File: src/rtl/serial_subtractor_if.sv
// Handshake and result bundle for the bit-serial subtractor.
// The master drives the request; the slave (the subtractor) returns status and results.
interface serial_subtractor_if #(
    parameter int WIDTH = 8
);
    logic             start;
    logic [WIDTH-1:0] a;
    logic [WIDTH-1:0] b;
    logic             bin;
    logic             busy;
    logic             done;
    logic [WIDTH-1:0] diff;
    logic             bout;
    logic             ovf;
    logic             zero;

    modport master (
        output start, a, b, bin,
        input  busy, done, diff, bout, ovf, zero
    );

    modport slave (
        input  start, a, b, bin,
        output busy, done, diff, bout, ovf, zero
    );
endinterface

File: src/rtl/serial_subtractor.sv
// Bit-serial a - b - bin using one full-subtractor cell, LSB first, one bit per clock.
// state  | meaning
// IDLE   | waiting for start
// RUN    | one operand bit processed per edge
// DONE   | one-cycle result strobe; start here begins the next run
module serial_subtractor #(
    parameter int WIDTH = 8
) (
    input logic                clk,
    input logic                rst_n,
    serial_subtractor_if.slave bus
);
    localparam int CW = (WIDTH > 2) ? $clog2(WIDTH) : 1;

    typedef enum logic [1:0] {
        S_IDLE = 2'd0,
        S_RUN  = 2'd1,
        S_DONE = 2'd2
    } state_t;

    state_t           state_q, state_d;
    logic [WIDTH-1:0] a_q, a_d;
    logic [WIDTH-1:0] b_q, b_d;
    logic             br_q, br_d;
    logic [CW-1:0]    cnt_q, cnt_d;
    logic [WIDTH-1:0] res_q, res_d;
    logic [WIDTH-1:0] diff_q, diff_d;
    logic             bout_q, bout_d;
    logic             ovf_q, ovf_d;
    logic             zero_q, zero_d;

    logic             a_bit, b_bit, d_bit, br_nxt, last_bit;
    logic [WIDTH-1:0] res_nxt;

    always_ff @(posedge clk or negedge rst_n) begin
        if (!rst_n) begin
            state_q <= S_IDLE;
            a_q     <= '0;
            b_q     <= '0;
            br_q    <= 1'b0;
            cnt_q   <= '0;
            res_q   <= '0;
            diff_q  <= '0;
            bout_q  <= 1'b0;
            ovf_q   <= 1'b0;
            zero_q  <= 1'b0;
        end else begin
            state_q <= state_d;
            a_q     <= a_d;
            b_q     <= b_d;
            br_q    <= br_d;
            cnt_q   <= cnt_d;
            res_q   <= res_d;
            diff_q  <= diff_d;
            bout_q  <= bout_d;
            ovf_q   <= ovf_d;
            zero_q  <= zero_d;
        end
    end

    // Operands shift right, so bit 0 is always the bit under process and,
    // on the final edge, it is the original MSB needed for the overflow rule.
    always_comb begin
        a_bit    = a_q[0];
        b_bit    = b_q[0];
        d_bit    = a_bit ^ b_bit ^ br_q;
        br_nxt   = (~a_bit & b_bit) | (~(a_bit ^ b_bit) & br_q);
        res_nxt  = {d_bit, res_q[WIDTH-1:1]};
        last_bit = (cnt_q == CW'(WIDTH - 1));
    end

    always_comb begin
        state_d = state_q;
        a_d     = a_q;
        b_d     = b_q;
        br_d    = br_q;
        cnt_d   = cnt_q;
        res_d   = res_q;
        diff_d  = diff_q;
        bout_d  = bout_q;
        ovf_d   = ovf_q;
        zero_d  = zero_q;

        case (state_q)
            S_IDLE, S_DONE: begin
                if (bus.start) begin
                    a_d     = bus.a;
                    b_d     = bus.b;
                    br_d    = bus.bin;
                    cnt_d   = '0;
                    res_d   = '0;
                    state_d = S_RUN;
                end else if (state_q == S_DONE) begin
                    state_d = S_IDLE;
                end
            end
            S_RUN: begin
                a_d   = a_q >> 1;
                b_d   = b_q >> 1;
                br_d  = br_nxt;
                res_d = res_nxt;
                cnt_d = cnt_q + 1'b1;
                if (last_bit) begin
                    diff_d  = res_nxt;
                    bout_d  = br_nxt;
                    ovf_d   = (a_bit != b_bit) & (d_bit != a_bit);
                    zero_d  = (res_nxt == '0);
                    state_d = S_DONE;
                end
            end
            default: state_d = S_IDLE;
        endcase
    end

    assign bus.busy = (state_q == S_RUN);
    assign bus.done = (state_q == S_DONE);
    assign bus.diff = diff_q;
    assign bus.bout = bout_q;
    assign bus.ovf  = ovf_q;
    assign bus.zero = zero_q;
endmodule

File: src/flat_wrapper.sv
// flat-port wrapper written by rule: the top's interface ports become plain ports
module serial_subtractor_flat 
#(
    parameter int WIDTH = 8
)
  (clk, rst_n, bus_start, bus_a, bus_b, bus_bin, bus_busy, bus_done, bus_diff, bus_bout, bus_ovf, bus_zero);
  serial_subtractor_if #(.WIDTH(WIDTH)) bus_i ();
  input logic clk;
  input logic rst_n;
  input wire logic [$bits(bus_i.start)-1:0] bus_start;
  input wire logic [$bits(bus_i.a)-1:0] bus_a;
  input wire logic [$bits(bus_i.b)-1:0] bus_b;
  input wire logic [$bits(bus_i.bin)-1:0] bus_bin;
  output wire logic [$bits(bus_i.busy)-1:0] bus_busy;
  output wire logic [$bits(bus_i.done)-1:0] bus_done;
  output wire logic [$bits(bus_i.diff)-1:0] bus_diff;
  output wire logic [$bits(bus_i.bout)-1:0] bus_bout;
  output wire logic [$bits(bus_i.ovf)-1:0] bus_ovf;
  output wire logic [$bits(bus_i.zero)-1:0] bus_zero;
  assign bus_i.start = bus_start;
  assign bus_i.a = bus_a;
  assign bus_i.b = bus_b;
  assign bus_i.bin = bus_bin;
  assign bus_busy = bus_i.busy;
  assign bus_done = bus_i.done;
  assign bus_diff = bus_i.diff;
  assign bus_bout = bus_i.bout;
  assign bus_ovf = bus_i.ovf;
  assign bus_zero = bus_i.zero;
  serial_subtractor #(.WIDTH(WIDTH)) u_core (.clk(clk), .rst_n(rst_n), .bus(bus_i));
endmodule
File: config.mk
export PLATFORM = sky130hd
export DESIGN_NAME = serial_subtractor_flat
export DESIGN_NICKNAME = d
export VERILOG_FILES = /design/src/rtl/serial_subtractor_if.sv /design/src/rtl/serial_subtractor.sv /design/src/flat_wrapper.sv
export SDC_FILE = /design/constraint.sdc
export NUM_CORES = 1
export LEC_CHECK = 0
export ABC_AREA = 0
export CAP_MARGIN = 0
export CORE_UTILIZATION = 40
export CTS_CLUSTER_DIAMETER = 30
export CTS_CLUSTER_SIZE = 10
export DETAILED_ROUTE_END_ITERATION = 10
export DONT_BUFFER_PORTS = 1
export PLACE_DENSITY = 0.52
export REMOVE_ABC_BUFFERS = 1
export SYNTH_ARGS = -nofsm -noshare
export SYNTH_HDL_FRONTEND = slang
export SYNTH_SLANG_ARGS = --single-unit
export TNS_END_PERCENT = 50
File: constraint.sdc
create_clock -name clk -period 1.9 [get_ports clk]
set_clock_uncertainty 0.15 [all_clocks]
set_input_delay 0.285 -clock clk [delete_from_list [all_inputs] [get_ports clk]]
set_output_delay 0.285 -clock clk [all_outputs]
set_load 0.05 [all_outputs]
==> qor.txt, run 1 <==
f_max: 577 MHz
Routed WL per cell: 14.3 um
Post-CTS Setup Bufs: 0
kind of path behind the tightest hold check: in -> reg
wire length of the first global-routing pass: 5220 um
pin count of the biggest net entering global routing: 41
origin of the worst min-delay path: bus_a[0]
timing endpoint of the critical path: u_core.bus.zero
maximum net fanout on the critical path: 4
number of max-cap violations: 0
Yosys top cell by area: dfrtp_1
synth top area cells: dfrtp_1 57%, nand2_1 7.3%, a31oi_1 5.4%
startpoint of the most critical setup path: u_core.a_q[0]
share of post-route cells with drive strength above 1: 14.5%
Congestion Overflow GR: 0
Post-Syn Instances: 155
run status: complete, no violations
RD Place Congestion: 0.710
Crit Reg-Reg Startpoint: u_core.a_q[0]
R2R depth: 5
post-detailed-placement half-perimeter wirelength: 2060 um
Netlist Area Pre-Place: 1740 um^2
Peak supply drop: 0.000808 V
detailed-route wire length: 3200 um
antenna diode instance count: 0
DP Area: 1770 um^2
register-to-register path setup slack: 170 ps
TritonCTS clock tree: done
initial antenna violation count: 0
vias post-DR: 1182
Post-DRT Antenna Nets: 0
r2r endpoint: u_core.bus.zero
portion of synthesized cell area occupied by the leading cell type: 57.5%
warning count from the yosys run: 0
core area: 4090 um^2
Final Core Density: 50.4%
worst-case setup slack after placement: 166 ps
Global Route Usage Sum: 15.7%
Die Y-Extent: 68.0 um
kind of capture point of the worst setup path: register
via count of the first global-routing pass: 1107
H-tree lvl count: 2
setup repair after global routing missed its margin: no
number of search-and-repair iterations in the first detailed-routing pass: 4
post-route cell area: 2060 um^2
Clock transition at path regs: 80 ps
PnR Total Power: 3.96 mW
Horiz. Die Dim: 68.0 um
minimum clock period: 1730 ps
number of max-slew violations in the final report: 0
fraction of the yosys area taken by sequential cells: 57.5%
worst slew pin tran: 645 ps
Worst Path Arrival: 1790 ps
number of hold-repair buffers added at the cts stage: 15
final number of setup-violating endpoints: 0
# port buffers: 0
number of hold violations in the final report: 0
number of resized instances in the post-cts repair step: 0
area of the die: 4620 um^2
synthesized flop and latch total: 40
worst-case clock buffer depth: 2
clock latency of the later-clocked register in the worst-skew pair: 290 ps
unique cell type count in the Yosys netlist: 26
Setup Crit Path Kind: reg -> reg
Num CTS Buffers: 5
average size of a mapped cell: 11.2 um^2
total number of clock tree sinks: 40
met3 wirelength from detailed routing: 200 um
final setup margin: 166 ps
total power divided by cell area: 1920 nW/um^2
average via count per standard cell: 5.30
first-iteration detailed-routing DRC count: 51
met2 routed WL: 1440 um
residual DRC count: 0
worst slew slack as a fraction of its limit: 57.0%
Met1 Wirelength: 1530 um
cell leakage power: 0.940 nW
relative area change from synthesis to final layout: 18.2%
fill cell count: 390
Net count, final: 196
initial cell density of the core: 42.6%
hold slack final: 12.3 ps
Final period util: 91.2%
Boundary Pins: 33
row cnt: 23
worst path required time: 1960 ps
startpoint class of the critical path: register
top layer in use: met4
CTS root buffer: clkbuf_8
## how the worst min path moves through the flow
stage,slack (ps),cells past startpoint,to
after floorplan,-160,0,u_core.a_q[0]
final,10,2,u_core.a_q[0]
after global routing,10,2,u_core.br_q
after global placement,-160,0,u_core.bus.diff[0]
after CTS,0.4,2,u_core.b_q[5]
after detailed placement,-160,0,u_core.bus.diff[0]
## synth_stat cells (all sizes together)
library cell	instances
buf	9
and2b	1
nor4	1
xor2	1
clkinv	1
nand2b	2
a31oi	15
inv	2
o21ai	4
o2bb2ai	1
nor2	16
o31ai	1
nor2b	1
mux2	8
fa	1
a22o	10
nand3	1
nand3b	1
nand2	34
dfrtp	40
nor4b	1
ha	3
clkbuf	1
## sequential cells by signal, indices dropped and copies added (netlist names), 2 cells and up
register and cells:
u_core.bus.diff 8, u_core.b_q 8, u_core.res_q 7, u_core.state_q 2
u_core.a_q 8, u_core.cnt_q 3
## metal layers
layer	vias to the layer above	GRT usage, %
met4	0	5.47
met1	580	20.4
li1	572	-
met3	4	6.50
met2	26	23.2
met5	-	0
## power breakdown
part	total, mW	internal, mW	switching [mW]
sequential	1.89	1.24	0.649
clock	0.743	0.463	0.279
combinational	1.32	0.611	0.711
## logic make-up after synthesis
group                      count (synthesis)  share of synthesized area, %
xor gates and xnor gates                   1                         0.503
DFF                                       40                          57.5
and+or+nand+nor                           58                          15.0
buffers and inverters                     13                          6.03
adders and majority gates                  4                          3.30
AOI/OAI and AO/OA                         31                          12.5
muxes                                      8                          5.17
## layout make-up
cell class,instances,area [um^2],share of cell area [%]
Tap cell,50,62.6,3.04
Timing Repair Buffer,20,210,10.2
Sequential cell,40,1000,48.6
Multi-Input combinational cell,102,636,30.9
Inverter,3,23.8,1.15
Clock buffer,7,96.3,4.68
Clock inverter,1,30.0,1.46
## worst max-delay path, cell delays in order (launching register included)
cell and delay, ps:
dfrtp_1 390, inv_1 80, fa_1 560, nor4b_1 260
nand2_1 70, o21ai_0 150
## layout by cell type, fill, tap and decap left out, types with 2 or more instances in the layout
master / netlist / layout
nand2b_1: 2 / 2
nand2_1: 34 / 34
mux2_2: 8 / 8
ha_1: 3 / 3
a22o_1: 10 / 10
o21ai_0: 4 / 4
buf_12: 0 / 2
buf_4: 3 / 4
dlygate4sd3_1: 0 / 14
inv_1: 2 / 2
clkbuf_8: 0 / 7
dfrtp_1: 40 / 40
nor2_1: 15 / 15
a31oi_1: 15 / 15
## per-stage QoR
stage / TNS [ps] / std cells
after floorplan: -1560 / 145
after global placement: 0 / 200
after detailed placement: 0 / 200
after CTS: 0 / 223
after global routing: 0 / 223
final: 0 / 223
No activity file was read; power rests on OpenSTA's default activity.
==> inputs of run 2 (changes only) <==
--- a/config.mk
+++ b/config.mk
@@ -12,8 +12,9 @@
 export CTS_CLUSTER_SIZE = 10
 export DETAILED_ROUTE_END_ITERATION = 10
 export DONT_BUFFER_PORTS = 1
-export PLACE_DENSITY = 0.52
+export PLACE_DENSITY = 0.54
 export REMOVE_ABC_BUFFERS = 1
+export SKIP_CTS_REPAIR_TIMING = 1
 export SYNTH_ARGS = -nofsm -noshare
 export SYNTH_HDL_FRONTEND = slang
 export SYNTH_SLANG_ARGS = --single-unit
==> constraint.sdc (replaced) <==
create_clock -name clk -period 1.48 [get_ports clk]
set_clock_uncertainty 0.15 [all_clocks]
set_input_delay 0.222 -clock clk [delete_from_list [all_inputs] [get_ports clk]]
set_output_delay 0.222 -clock clk [all_outputs]
set_load 0.05 [all_outputs]
==> qor.txt, run 2 (synthesis results as in run 1) <==
vias post-DR: 1286
Num CTS Buffers: 5
r2r endpoint: u_core.bus.ovf
number of search-and-repair iterations in the first detailed-routing pass: 4
kind of capture point of the worst setup path: register
hold slack final: 107 ps
kind of path behind the tightest hold check: in -> reg
register-to-register path setup slack: -180 ps
area of the die: 4620 um^2
post-detailed-placement half-perimeter wirelength: 2390 um
worst-case setup slack after placement: -213 ps
post-route cell area: 2310 um^2
origin of the worst min-delay path: bus_start
number of max-cap violations: 0
detailed-route wire length: 3780 um
footprint of the flip-flops and latches: 1000 um^2
timing endpoint of the critical path: u_core.bus.ovf
failing checks: setup timing
Crit Reg-Reg Startpoint: u_core.br_q
Post-DRT Antenna Nets: 0
Final Core Density: 56.5%
total power divided by cell area: 2430 nW/um^2
RD Place Congestion: 0.711
setup repair after global routing missed its margin: yes
minimum clock period: 1660 ps
relative area change from synthesis to final layout: 32.5%
DP Area: 1910 um^2
worst path required time: 1520 ps
Final period util: 112%
Peak supply drop: 0.00114 V
via count of the first global-routing pass: 1138
CTS root buffer: clkbuf_8
pin count of the biggest net entering global routing: 41
run status: complete, but fails checks
wire length of the first global-routing pass: 5510 um
Worst Path Arrival: 1710 ps
worst slew pin tran: 480 ps
total number of clock tree sinks: 40
final number of setup-violating endpoints: 14
# port buffers: 0
first-iteration detailed-routing DRC count: 74
f_max: 601 MHz
Routed WL per cell: 15.1 um
startpoint class of the critical path: register
initial cell density of the core: 42.6%
Congestion Overflow GR: 0
final setup margin: -184 ps
Net count, final: 224
Die Y-Extent: 68.0 um
share of post-route cells with drive strength above 1: 27.0%
maximum net fanout on the critical path: 2
average via count per standard cell: 5.14
TritonCTS clock tree: done
clock latency of the later-clocked register in the worst-skew pair: 290 ps
worst slew slack as a fraction of its limit: 68.0%
startpoint of the most critical setup path: u_core.br_q
H-tree lvl count: 2
number of hold violations in the final report: 0
Horiz. Die Dim: 68.0 um
most common cell after layout, fill and taps aside: dfrtp_1
multi-input combinational cell area: 678 um^2
R2R depth: 4
leading cell types in the layout, fill and taps excluded: 40 x dfrtp_1, 34 x nand2_1, 26 x buf_4
Boundary Pins: 33
antenna diode instance count: 0
cell leakage power: 1.07 nW
Global Route Usage Sum: 16.5%
row cnt: 23
worst-case clock buffer depth: 2
residual DRC count: 0
core area: 4090 um^2
initial antenna violation count: 0
fill cell count: 360
Clock transition at path regs: 70 ps
number of max-slew violations in the final report: 0
Setup Crit Path Kind: reg -> reg
-- run 2: changes by cell type in the layout (fill, tap and decap cells not counted), moves of 2 or more --
| cell | previous run | this run |
|---|---|---|
| ha_1 | 3 | 1 |
| mux2_4 | 0 | 2 |
| dlygate4sd3_1 | 14 | 18 |
| mux2_2 | 8 | 6 |
| buf_4 | 4 | 26 |
| o21ai_0 | 4 | 2 |
| o21ai_1 | 0 | 2 |
| buf_6 | 0 | 2 |
-- run 2: power breakdown --
part	switching (mW)	internal, mW
clock	0.364	0.415
sequential	0.445	1.60
combinational	1.51	1.27
total	2.32	3.29
-- run 2: worst min-delay path by stage --
stage          slack, ps            endpoint  cells after the start
6_report             110   u_core.state_q[0]                      3
5_1_grt              120   u_core.state_q[0]                      3
4_1_cts             -540  u_core.bus.diff[6]                      0
3_5_place_dp        -220  u_core.bus.diff[6]                      0
3_3_place_gp        -220  u_core.bus.diff[0]                      0
2_1_floorplan       -220       u_core.a_q[0]                      0
-- run 2: stage by stage --
stage	setup TNS, ps	power, mW	std cells
after global routing	-2010	5.98	250
after CTS	-2130	5.29	227
after detailed placement	-1670	4.50	220
after floorplan	-9970	3.62	145
final	-1140	5.60	250
after global placement	-1120	4.40	220
-- run 2: layout make-up --
cell class / instances / share of cell area (%)
clock buffer: 7 / 4.18
inverter: 3 / 1.03
multi-input combinational: 102 / 29.4
sequential: 40 / 43.4
tap: 50 / 2.71
timing repair buffer: 48 / 19.3
-- run 2: worst max-delay path, cell delays in order (launching register included) --
cell and delay [ps]:
dfrtp_1 400, fa_1 510, buf_4 160, xor2_1 140
o31ai_1 200
-- run 2: per-layer routing --
layer | vias up | GRT usage (%) | part of all wire, %
li1 | 625 | - | -
met1 | 632 | 22.9 | 45
met2 | 24 | 22.9 | 50
met3 | 5 | 6.00 | 4.4
met4 | 0 | 7.03 | 1.1
met5 | - | 0 | 0
